File: src/rtl/fetch_pc_gen_pkg.sv
// Shared opcode constants, FSM state type and immediate extractors for the fetch PC generator.
package fetch_pkg;

    localparam logic [6:0] OPC_JAL    = 7'b1101111;
    localparam logic [6:0] OPC_JALR   = 7'b1100111;
    localparam logic [6:0] OPC_BRANCH = 7'b1100011;

    typedef enum logic [1:0] {
        ST_RUN   = 2'd0,
        ST_JWAIT = 2'd1,
        ST_PEND  = 2'd2
    } fetch_state_e;

    function automatic logic [31:0] imm_i(input logic [31:0] inst);
        return {{20{inst[31]}}, inst[31:20]};
    endfunction

    function automatic logic [31:0] imm_j(input logic [31:0] inst);
        return {{11{inst[31]}}, inst[31], inst[19:12], inst[20], inst[30:21], 1'b0};
    endfunction

    function automatic logic [31:0] imm_b(input logic [31:0] inst);
        return {{19{inst[31]}}, inst[31], inst[7], inst[30:25], inst[11:8], 1'b0};
    endfunction

    // x1 and x5 are the conventional link registers for call/return hints
    function automatic logic is_link(input logic [4:0] r);
        return (r == 5'd1) || (r == 5'd5);
    endfunction

endpackage

File: src/rtl/fetch_predecode.sv
// Per-slot predecode: classifies one instruction as jal/jalr/branch and forms its static targets.
module fetch_predecode
    import fetch_pkg::*;
#(
    parameter int PC_W = 64
) (
    input  logic [31:0]     inst,
    input  logic [PC_W-1:0] slot_pc,
    output logic            is_jal,
    output logic            is_jalr,
    output logic            is_br,
    output logic [4:0]      rd,
    output logic [4:0]      rs1,
    output logic [PC_W-1:0] rel_target,
    output logic [PC_W-1:0] jalr_imm
);

    logic signed [31:0] i_s;
    logic signed [31:0] j_s;
    logic signed [31:0] b_s;

    assign i_s = imm_i(inst);
    assign j_s = imm_j(inst);
    assign b_s = imm_b(inst);

    assign is_jal  = (inst[6:0] == OPC_JAL);
    assign is_jalr = (inst[6:0] == OPC_JALR);
    assign is_br   = (inst[6:0] == OPC_BRANCH);
    assign rd      = inst[11:7];
    assign rs1     = inst[19:15];

    assign rel_target = slot_pc + (is_jal ? PC_W'(j_s) : PC_W'(b_s));
    assign jalr_imm   = PC_W'(i_s);

endmodule

File: src/rtl/fetch_pc_gen.sv
// Fetch PC generator: aligned-group fetch, predecode-based next PC, redirects, jalr operand wait.
// Optional return-address stack enabled by defining FETCH_PC_GEN_RAS_EN.
//
// state    | meaning
// ST_RUN   | normal fetch, next PC chosen from predecode or redirect
// ST_JWAIT | taken jalr waiting for its base register, fetch stalled
// ST_PEND  | redirect latched while the cache stalls, flush on ready
module fetch_pc_gen
    import fetch_pkg::*;
#(
    parameter int          FETCH_W   = 4,
    parameter int          PC_W      = 64,
    parameter logic [63:0] RESET_PC  = 64'h0000_0000_8000_0000,
    parameter int          NUM_REDIR = 3,
    parameter int          RAS_DEPTH = 8
) (
    input  logic                       clk,
    input  logic                       rst,
    output logic                       fetch_valid,
    input  logic                       fetch_ready,
    output logic [PC_W-1:0]            fetch_pc,
    output logic [FETCH_W-1:0]         fetch_mask,
    output logic [$clog2(FETCH_W):0]   fetch_cnt,
    output logic                       fetch_flush,
    input  logic [32*FETCH_W-1:0]      inst_i,
    input  logic [NUM_REDIR-1:0]       redir_valid,
    input  logic [NUM_REDIR*PC_W-1:0]  redir_pc,
    output logic [3:0]                 bht_idx,
    input  logic                       bht_taken,
    output logic                       jreg_req,
    output logic [4:0]                 jreg_addr,
    input  logic                       jreg_valid,
    input  logic [PC_W-1:0]            jreg_data
);

    localparam int OFF_W = $clog2(FETCH_W);
    localparam int CNT_W = OFF_W + 1;
    localparam int RC_W  = $clog2(RAS_DEPTH + 1);

    fetch_state_e    state_q, state_d;
    logic [PC_W-1:0] pc_q, pc_d;
    logic [PC_W-1:0] pend_q, pend_d;
    logic [PC_W-1:0] jw_imm_q, jw_imm_d;
    logic [4:0]      jw_rs1_q, jw_rs1_d;

    logic [OFF_W-1:0] off;
    logic [PC_W-1:0]  base;
    logic [PC_W-1:0]  slot_pc    [FETCH_W];
    logic [PC_W-1:0]  rel_target [FETCH_W];
    logic [PC_W-1:0]  jalr_imm   [FETCH_W];
    logic [4:0]       rd_s       [FETCH_W];
    logic [4:0]       rs1_s      [FETCH_W];
    logic [FETCH_W-1:0] is_jal, is_jalr, is_br;

    assign off      = pc_q[OFF_W+1:2];
    assign base     = {pc_q[PC_W-1:OFF_W+2], {(OFF_W+2){1'b0}}};
    assign fetch_pc = pc_q;

    for (genvar k = 0; k < FETCH_W; k++) begin : g_slot
        assign slot_pc[k] = base + PC_W'(4 * k);

        fetch_predecode #(.PC_W(PC_W)) u_predecode (
            .inst       (inst_i[32*k +: 32]),
            .slot_pc    (slot_pc[k]),
            .is_jal     (is_jal[k]),
            .is_jalr    (is_jalr[k]),
            .is_br      (is_br[k]),
            .rd         (rd_s[k]),
            .rs1        (rs1_s[k]),
            .rel_target (rel_target[k]),
            .jalr_imm   (jalr_imm[k])
        );
    end

    logic             br_found, tk_found;
    logic [OFF_W-1:0] br_slot, tk_slot;
    logic [CNT_W-1:0] cnt;

    // only the first branch at/after the offset gets a BHT lookup; later branches fall through
    always_comb begin
        br_found   = 1'b0;
        br_slot    = '0;
        tk_found   = 1'b0;
        tk_slot    = '0;
        fetch_mask = '0;
        cnt        = '0;
        for (int k = 0; k < FETCH_W; k++) begin
            if (k >= int'(off)) begin
                if (!tk_found && (is_jal[k] || is_jalr[k] || (is_br[k] && !br_found && bht_taken))) begin
                    tk_found = 1'b1;
                    tk_slot  = OFF_W'(k);
                end
                if (is_br[k] && !br_found) begin
                    br_found = 1'b1;
                    br_slot  = OFF_W'(k);
                end
            end
        end
        for (int k = 0; k < FETCH_W; k++) begin
            fetch_mask[k] = (k >= int'(off)) && (!tk_found || (k <= int'(tk_slot)));
            cnt = cnt + CNT_W'(fetch_mask[k]);
        end
    end

    assign fetch_cnt = cnt;
    assign bht_idx   = br_found ? slot_pc[br_slot][5:2] : 4'd0;

    logic            tk_jalr;
    logic [4:0]      tk_rs1, tk_rd;
    logic [PC_W-1:0] tk_rel, tk_imm;

    assign tk_jalr = tk_found && is_jalr[tk_slot];
    assign tk_rs1  = rs1_s[tk_slot];
    assign tk_rd   = rd_s[tk_slot];
    assign tk_rel  = rel_target[tk_slot];
    assign tk_imm  = jalr_imm[tk_slot];

    logic            redir_any;
    logic [PC_W-1:0] redir_tgt;

    always_comb begin
        redir_tgt = '0;
        for (int i = NUM_REDIR - 1; i >= 0; i--) begin
            if (redir_valid[i]) redir_tgt = redir_pc[i*PC_W +: PC_W];
        end
    end
    assign redir_any = |redir_valid;

    logic accept;
    assign fetch_valid = (state_q != ST_JWAIT);
    assign fetch_flush = fetch_ready && (((state_q == ST_RUN) && redir_any) || (state_q == ST_PEND));
    assign accept      = fetch_valid && fetch_ready && !fetch_flush;

    logic [RC_W-1:0] ras_cnt;
    logic [PC_W-1:0] ras_top;
    logic            ras_pop_ok;
    logic [PC_W-1:0] jalr_sum_now, jalr_sum_wait;

    assign ras_pop_ok    = tk_jalr && is_link(tk_rs1) && !is_link(tk_rd) && (ras_cnt != '0);
    assign jalr_sum_now  = jreg_data + tk_imm;
    assign jalr_sum_wait = jreg_data + jw_imm_q;

`ifdef FETCH_PC_GEN_RAS_EN
    localparam int RP_W = (RAS_DEPTH > 1) ? $clog2(RAS_DEPTH) : 1;

    logic [PC_W-1:0] ras_mem [RAS_DEPTH];
    logic [RP_W-1:0] ras_ptr_q;
    logic [RC_W-1:0] ras_cnt_q;
    logic [RP_W-1:0] ras_top_idx, ras_ptr_inc;
    logic            ras_push, ras_pop;
    logic [PC_W-1:0] tk_link;

    assign ras_top_idx = (ras_ptr_q == '0) ? RP_W'(RAS_DEPTH - 1) : ras_ptr_q - 1'b1;
    assign ras_ptr_inc = (ras_ptr_q == RP_W'(RAS_DEPTH - 1)) ? '0 : ras_ptr_q + 1'b1;
    assign ras_top     = ras_mem[ras_top_idx];
    assign ras_cnt     = ras_cnt_q;
    assign tk_link     = slot_pc[tk_slot] + PC_W'(4);
    assign ras_push    = accept && tk_found && (is_jal[tk_slot] || tk_jalr) && is_link(tk_rd);
    assign ras_pop     = accept && ras_pop_ok;

    // pointer names the next write slot; a push when full silently overwrites the oldest entry
    always_ff @(posedge clk or posedge rst) begin
        if (rst) begin
            ras_ptr_q <= '0;
            ras_cnt_q <= '0;
        end else if (redir_any) begin
            ras_cnt_q <= '0;
        end else if (ras_push) begin
            ras_ptr_q <= ras_ptr_inc;
            if (ras_cnt_q != RC_W'(RAS_DEPTH)) ras_cnt_q <= ras_cnt_q + 1'b1;
        end else if (ras_pop) begin
            ras_ptr_q <= ras_top_idx;
            ras_cnt_q <= ras_cnt_q - 1'b1;
        end
    end

    always_ff @(posedge clk) begin
        if (ras_push) ras_mem[ras_ptr_q] <= tk_link;
    end
`else
    assign ras_cnt = '0;
    assign ras_top = '0;
`endif

    always_comb begin
        state_d   = state_q;
        pc_d      = pc_q;
        pend_d    = pend_q;
        jw_imm_d  = jw_imm_q;
        jw_rs1_d  = jw_rs1_q;
        jreg_req  = 1'b0;
        jreg_addr = jw_rs1_q;
        case (state_q)
            ST_RUN: begin
                if (redir_any) begin
                    if (fetch_ready) begin
                        pc_d = redir_tgt;
                    end else begin
                        state_d = ST_PEND;
                        pend_d  = redir_tgt;
                    end
                end else if (accept) begin
                    if (!tk_found) begin
                        pc_d = base + PC_W'(4 * FETCH_W);
                    end else if (!tk_jalr) begin
                        pc_d = tk_rel;
                    end else if (ras_pop_ok) begin
                        pc_d = ras_top;
                    end else begin
                        jreg_req  = 1'b1;
                        jreg_addr = tk_rs1;
                        if (jreg_valid) begin
                            pc_d = {jalr_sum_now[PC_W-1:1], 1'b0};
                        end else begin
                            state_d  = ST_JWAIT;
                            jw_imm_d = tk_imm;
                            jw_rs1_d = tk_rs1;
                        end
                    end
                end
            end
            ST_JWAIT: begin
                jreg_req = 1'b1;
                if (redir_any) begin
                    pc_d    = redir_tgt;
                    state_d = ST_RUN;
                end else if (jreg_valid) begin
                    pc_d    = {jalr_sum_wait[PC_W-1:1], 1'b0};
                    state_d = ST_RUN;
                end
            end
            ST_PEND: begin
                if (redir_any) pend_d = redir_tgt;
                if (fetch_ready) begin
                    pc_d    = redir_any ? redir_tgt : pend_q;
                    state_d = ST_RUN;
                end
            end
            default: state_d = ST_RUN;
        endcase
    end

    always_ff @(posedge clk or posedge rst) begin
        if (rst) begin
            state_q  <= ST_RUN;
            pc_q     <= PC_W'(RESET_PC);
            pend_q   <= '0;
            jw_imm_q <= '0;
            jw_rs1_q <= '0;
        end else begin
            state_q  <= state_d;
            pc_q     <= pc_d;
            pend_q   <= pend_d;
            jw_imm_q <= jw_imm_d;
            jw_rs1_q <= jw_rs1_d;
        end
    end

endmodule

File: config.mk
export PLATFORM = sky130hd
export DESIGN_NAME = fetch_pc_gen
export DESIGN_NICKNAME = d
export VERILOG_FILES = /design/src/rtl/fetch_pc_gen_pkg.sv /design/src/rtl/fetch_predecode.sv /design/src/rtl/fetch_pc_gen.sv
export SDC_FILE = /design/constraint.sdc
export NUM_CORES = 2
export LEC_CHECK = 0
export CORE_UTILIZATION = 40
export DETAILED_ROUTE_END_ITERATION = 10
export GPL_ROUTABILITY_DRIVEN = 0
export HOLD_SLACK_MARGIN = 0.05
export SETUP_SLACK_MARGIN = 0.05
export SYNTH_ARGS = -nofsm -noshare
export SYNTH_HDL_FRONTEND = slang
export SYNTH_HIERARCHICAL = 1
export SYNTH_SLANG_ARGS = --single-unit
File: constraint.sdc
create_clock -name clk -period 7.65 [get_ports clk]
set_clock_uncertainty 0.1 [all_clocks]
set_input_delay 1.1475 -clock clk [delete_from_list [all_inputs] [get_ports clk]]
set_output_delay 1.1475 -clock clk [all_outputs]
set_load 0.01 [all_outputs]
-- Word-level counts from Yosys, hierarchy flattened
Index checks and enable logic that the tools add are counted.
- flip-flop bits (word level): 199
- input bits: 392
- output and inout bits: 83
- word-level logic and storage cells: 182
- add/sub/neg operators: 13
- $lt $le $gt $ge: 9
- equality and inequality tests: 26
- multiplexer cells: 80
- bitwise gates (word level): 4
- reduce and logical (&&, ||, !) cells: 45
- operator list (operator ; number):
    $mux W64 ; 19
    $add A64 B64 Y64 ; 6
    $bmux W64 S2 ; 3
    $pmux W64 S3 ; 1
    $add A64 B4 Y64 const B ; 2
    $pmux W64 S2 ; 1
    $eq A7 B7 Y1 const B ; 12
    $mux W20 ; 4
    $add A64 B3 Y64 const B ; 1
    $add A64 B5 Y64 const B ; 1
    $mux W5 ; 7
    $mux W2 ; 17
    $mux W1 ; 21
    $ne A3 B3 Y1 const B ; 7
    $logic_and A1 B1 Y1 ; 17
    $logic_or A1 B1 Y1 ; 12
    $mux W6 ; 2
    $reduce_and A6 Y1 ; 2
    $bmux W5 S2 ; 1
    $logic_not A1 Y1 ; 8
    $reduce_and A7 Y1 ; 1
    $ge A3 B3 Y1 const B ; 2
    $ne A2 B2 Y1 const B ; 3
    $not A2 Y3 ; 2
    22 further kinds ; 25

-- Longest topological paths before layout
- depth after elaboration: 28
- gate-level depth with buffers: 28
- depth with buffers taken out: 23

-- By module
The synthesis kept the hierarchy.
- by module, submodules not included (module ; times used ; cells an instance ; area each (µm²) ; seq. area each (µm²)):
    fetch_pc_gen ; 1 ; 3481 ; 24646.1 ; 4981.0
    fetch_predecode at g_slot[1].u_predecode ... ; 2 ; 646 ; 4371.7 ; 0.0
    fetch_predecode at g_slot[3].u_predecode ; 1 ; 654 ; 4614.4 ; 0.0
    fetch_predecode at g_slot[0].u_predecode ; 1 ; 652 ; 4528.1 ; 0.0

-- Worst setup path before layout
OpenSTA, ideal clock, no wires.
- path kind: in2reg
- start point: input port inst_i[65]
- end point: register pc_q[55] (netlist: fetch_pc[55])
- setup time: 126 ps
- arrival: 6825 ps
- required time: 7424 ps
- slack: 599 ps
- stages on the path: 25
- path buffers: 6
- cell sequence: nor2b_1 > nand4_1 > nor2_1 > clkbuf_1 > a211o_1 > nand2_1 > or2_1 > a21oi_1 > buf_2 > buf_2 > buf_1 > clkbuf_1 > nand2_1 > a31oi_1 > ha_1 > clkbuf_1 > nand4_1 > or4_1 > a21o_1 > or3_1 > a2111o_1 > a31oi_2 > o21ai_0 > mux2i_1 > o311a_1
- elaborated cells on any way between the ends: 43
- those cells by class: add/sub (2); eq/ne (4); mux (23); bitwise (1); reduce/logical (13)
- RTL lines (item ; line ; RTL):
    from (decl) ; fetch_pc_gen.sv:25 ; input logic [32*FETCH_W-1:0] inst_i,
    $eq A7 B7 Y1 * ; fetch_predecode.sv:26 ; assign is_jal = (inst[6:0] == OPC_JAL);
    net is_jal[2] ; fetch_pc_gen.sv:53 ; logic [FETCH_W-1:0] is_jal, is_jalr, is_br;
    $logic_or A1 B1 Y1 * (2 in a row) ; fetch_pc_gen.sv:89 ; if (!tk_found && (is_jal[k] || is_jalr[k] || (is_br[k] && !br_found && bht_taken))) begin
    $logic_and A1 B1 Y1 * ; fetch_pc_gen.sv:89 ;
    $mux W1 ; fetch_pc_gen.sv:89 ;
    $mux W1 ; fetch_pc_gen.sv:88 ; if (k >= int'(off)) begin
    $logic_not A1 Y1 ; fetch_pc_gen.sv:89 ;
    $logic_and A1 B1 Y1 ; fetch_pc_gen.sv:89 ;
    [... 5 more ...] ; -- ;
    net tk_imm[11] ; fetch_pc_gen.sv:110 ; logic [PC_W-1:0] tk_rel, tk_imm;
    $add A64 B64 Y64 * ; fetch_pc_gen.sv:140 ; assign jalr_sum_now = jreg_data + tk_imm;
    $mux W64 * ; fetch_pc_gen.sv:212 ; if (jreg_valid) begin
    $mux W64 * ; fetch_pc_gen.sv:205 ; end else if (!tk_jalr) begin
    $mux W64 * ; fetch_pc_gen.sv:203 ; if (!tk_found) begin
    $mux W64 * ; fetch_pc_gen.sv:202 ; end else if (accept) begin
    $mux W64 * ; fetch_pc_gen.sv:195 ; if (redir_any) begin
    $pmux W64 S3 * ; fetch_pc_gen.sv:193 ; case (state_q)
    to (signal assigned) ; fetch_pc_gen.sv:246 ; pc_q <= PC_W'(RESET_PC);
    to (signal assigned) ; fetch_pc_gen.sv:252 ; pc_q <= pc_d;
    to (decl) ; fetch_pc_gen.sv:41 ; logic [PC_W-1:0] pc_q, pc_d;
Mark *: on every way through the listed nets, which the timed path passes. The rest lies on a longest branch. The select of a mux whose other input is x is not followed.
A chain may end at the register's enable or synchronous reset.

-- Worst setup path in the final report
- start point: input port inst_i[1]
- end point: register pc_q[55] (netlist: fetch_pc[55])
- word-level cells in the longest chain between the ends: 28
- elaborated cells on any way between the ends: 63
- those cells by class: add/sub (2); eq/ne (4); mux (33); bitwise (1); reduce/logical (23)
- RTL lines (item ; line ; RTL):
    $eq A7 B7 Y1 * ; fetch_predecode.sv:28 ; assign is_br = (inst[6:0] == OPC_BRANCH);
    net is_br[0] ; fetch_pc_gen.sv:53 ;
    $mux W1 ; fetch_pc_gen.sv:93 ; if (is_br[k] && !br_found) begin
    $mux W1 ; fetch_pc_gen.sv:88 ;
    $logic_not A1 Y1 ; fetch_pc_gen.sv:89, fetch_pc_gen.sv:93 ;
    $logic_and A1 B1 Y1 ; fetch_pc_gen.sv:89, fetch_pc_gen.sv:93 ;
    $logic_and A1 B1 Y1 / $mux W1 (equally long branches) ; fetch_pc_gen.sv:89, fetch_pc_gen.sv:93 ;
    $logic_or A1 B1 Y1 / $mux W1 (equally long branches) ; fetch_pc_gen.sv:89, fetch_pc_gen.sv:88 ;
    [... 14 more ...] ; -- ;
    net tk_imm[8] ; fetch_pc_gen.sv:110 ;
    $add A64 B64 Y64 * ; fetch_pc_gen.sv:140 ;
    $mux W64 * ; fetch_pc_gen.sv:212 ;
    $mux W64 * ; fetch_pc_gen.sv:205 ;
    $mux W64 * ; fetch_pc_gen.sv:203 ;
    $mux W64 * ; fetch_pc_gen.sv:202 ;
    $mux W64 * ; fetch_pc_gen.sv:195 ;
    $pmux W64 S3 * ; fetch_pc_gen.sv:193 ;
Marked as above.

==> results by group <==
Drt
  – M1 WL: 79.1 mm
  – Via count: 47,900
  – Routed wire length: 186 mm
  – DRC viols: 0
  – Top Metal Used: met4
  – Wirelength per Cell: 24.8 microns
  – DRT antenna net count: 0
  – DR WL met2: 80.0 mm
  – Post-DR vias/cell: 6.37
  – Pre-antenna DRT Iters: 6
  – Routed met3 length: 21.0 mm
  – Iter 0 DRT Violations: 6,177

STA
  – Minimum clock period: 7100 ps
  – Maximum clock rate: 0.141 GHz
  – Fin. max-slew vios: 0
  – Period utilisation layout: 92.8%
  – RSZ-0062 raised after global routing: false
  – Final setup margin: 550 ps
  – Worst slew pin tran: 1330 ps
  – Relative slew margins: 10.2%
  – Count of final hold-check violations: 0
  – Final setup vio count: 0

CTS
  – CTS clock-pin slew for the worst setup and hold paths: 80 ps
  – Clk_lat worst skew: 530 ps
  – TritonCTS clock tree: done
  – H-tree depth: 4
  – Num CTS Buffers: 17
  – Clock buffer depth: 2
  – Clk root buf: clkbuf_16
  – Hold buffer count at cts: 0
  – Clock Sinks: 199

Critical path
  – Worst R2R Path Depth: 20
  – Crit path buffers/inverters: 4
  – Crit start category: primary input
  – CP Data Required Time: 7950 ps
  – CP max-delay cell: a2111o_1
  – Most frequent CP cell: buf_4
  – Max incr delay on CP: 460 ps
  – RR Startpoint: fetch_pc[3]$_DFFE_PP0P_
  – Crit Path Max Fanout: 8
  – Critical path class: in -> reg
  – Worst path top cell family by delay: compound AO/OA/AOI/OAI gates
  – CP startpoint: inst_i[1]
  – Worst EP arrival: 7400 ps
  – Reg-to-reg setup timing slack: 1410 ps
  – FF-to-FF End: fetch_pc[55]$_DFFE_PP0P_
  – Endpoint class of the critical path: register

Logic synthesis
  – Ys Warns: 6
  – Synthesized area per cell: 6.99 sq um
  – Cells after Synth: 6,059
  – Synthesized area: 42,400 sq um

Floorplan
  – Std cell rows: 119
  – Core Area: 105,000 sq um
  – Die Span Y: 328 microns
  – Initial Util: 40.3%
  – Die area: 107,000 sq um
  – Ports: 475
  – Die width: 328 microns

Global routing
  – Pin count of the biggest net entering global routing: 116
  – Vias in the first global route: 43,700
  – First-pass GRT wire length: 274 mm
  – Total GRT Usage: 33.2%
  – Congestion Overflow GR: 0
  – Initial antenna violation count: 4

Layout
  – Post-Layout Cell Count: 7,518
  – Final Core Density: 45.2%
  – Post-route cell area: 47,500 sq um
  – Area Growth Syn to Fin: 12.0%
  – Nets: 6,895
  – Layout cells sized above 1: 7.35%

Place
  – PortBufs: 474
  – Pre-CTS setup slack: -148 ps
  – Dpl hpwl: 150 mm
  – Placed cell count: 7,481
  – DP Area: 46,800 sq um

Power
  – Power Density: 324 nW/um^2
  – Leakage power total: 0.0204 uW
  – VDD IR max: 0.264 mV

Run
  – Max_cap viols: 0

Min path
  – Hold Path Depth: 2
  – Hold endpoint: pend_q[2]$_DFFE_PP0P_
  – HP Class: reg -> reg
  – Hold_sp: pend_q[2]$_DFFE_PP0P_

Status
  – Status: completed
-- cells in the final DEF, fill, tap and decap left out, types with 22 or more instances in the layout --
master           instances
ha_1                   380
and2_1                  22
and3_1                 128
nand2b_1                35
o21a_1                  35
nor3_1                  87
a21o_1                 196
o211ai_1                50
o31ai_1                 35
a21oi_1                670
a221oi_1                22
nor2_1                 343
a211oi_1                70
mux2_2                  89
nand2_1                948
o21bai_1                73
o21ai_0                381
o221ai_1                27
o22ai_1                 34
a22oi_1                 69
nor2b_1                 45
a22o_1                  61
a31oi_1                115
inv_1                  133
buf_4                  173
nand4_1                141
a311oi_1                31
o21ai_1                 44
xnor2_1                220
xor2_1                 160
clkdlybuf4s50_1        468
dfrtp_1                198
nand3_1                165
-- stage by stage --
| step | power [uW] | setup TNS [ps] | hold WS (ps) |
|---|---|---|---|
| final | 15400 | 0 | 389 |
| after global routing | 16400 | 0 | 416 |
| after CTS | 15000 | 0 | 390 |
| after detailed placement | 13900 | -246 | 370 |
| after global placement | 13900 | 0 | 362 |
| after floorplan | 10200 | 0 | 345 |
-- tightest hold or removal path: cells and delay by family, from the launching register on --
family / cells / cell delay, ps
flip-flops: 1 / 350
AO/OA/AOI/OAI: 1 / 60
AND/OR/NAND/NOR: 1 / 40
-- layout make-up --
class / instances / area, sq um
Tap cell: 1391 / 1740
Clock buffer: 20 / 457
Antenna cell: 1 / 2.50
Timing Repair Buffer: 652 / 6190
Sequential cell: 199 / 4980
Clock inverter: 12 / 129
Fill cell: 10900 / 57600
Multi-Input combinational cell: 5109 / 33500
Inverter: 134 / 510
-- power by group --
group / internal (uW) / switching (uW)
combinational: 4790 / 7320
clock: 478 / 530
sequential: 1370 / 888
total: 6650 / 8740
-- worst max path at each step --
stage	end	slack, ps	depth (start not counted)
final	fetch_pc[55]$_DFFE_PP0P_	550	26
after CTS	fetch_pc[60]$_DFFE_PP0P_	380	26
after global routing	fetch_pc[52]$_DFFE_PP0P_	170	27
after detailed placement	fetch_pc[60]$_DFFE_PP0P_	-150	26
after floorplan	fetch_pc[55]$_DFFE_PP0P_	600	25
after global placement	fetch_pc[60]$_DFFE_PP0P_	20	25
-- registers in the layout, indices dropped and copies added (netlist names) --
name,flops
jw_rs1_q,5
state_q,2
jw_imm_q,64
pend_q,64
fetch_pc,64
-- repair_timing --
| action | in CTS | in global routing |
|---|---|---|
| setup endpoints to repair | 0 | 5 |
| buffers inserted | 0 | 4 |
| resized for setup | 0 | 3 |
-- routing by layer --
metal / GRT usage, % / vias up
met5: 0 / -
met4: 10.5 / 0
met3: 5.76 / 312
met2: 51.0 / 2823
met1: 46.9 / 22700
li1: - / 22100
Power figures use the tool's default switching activity.
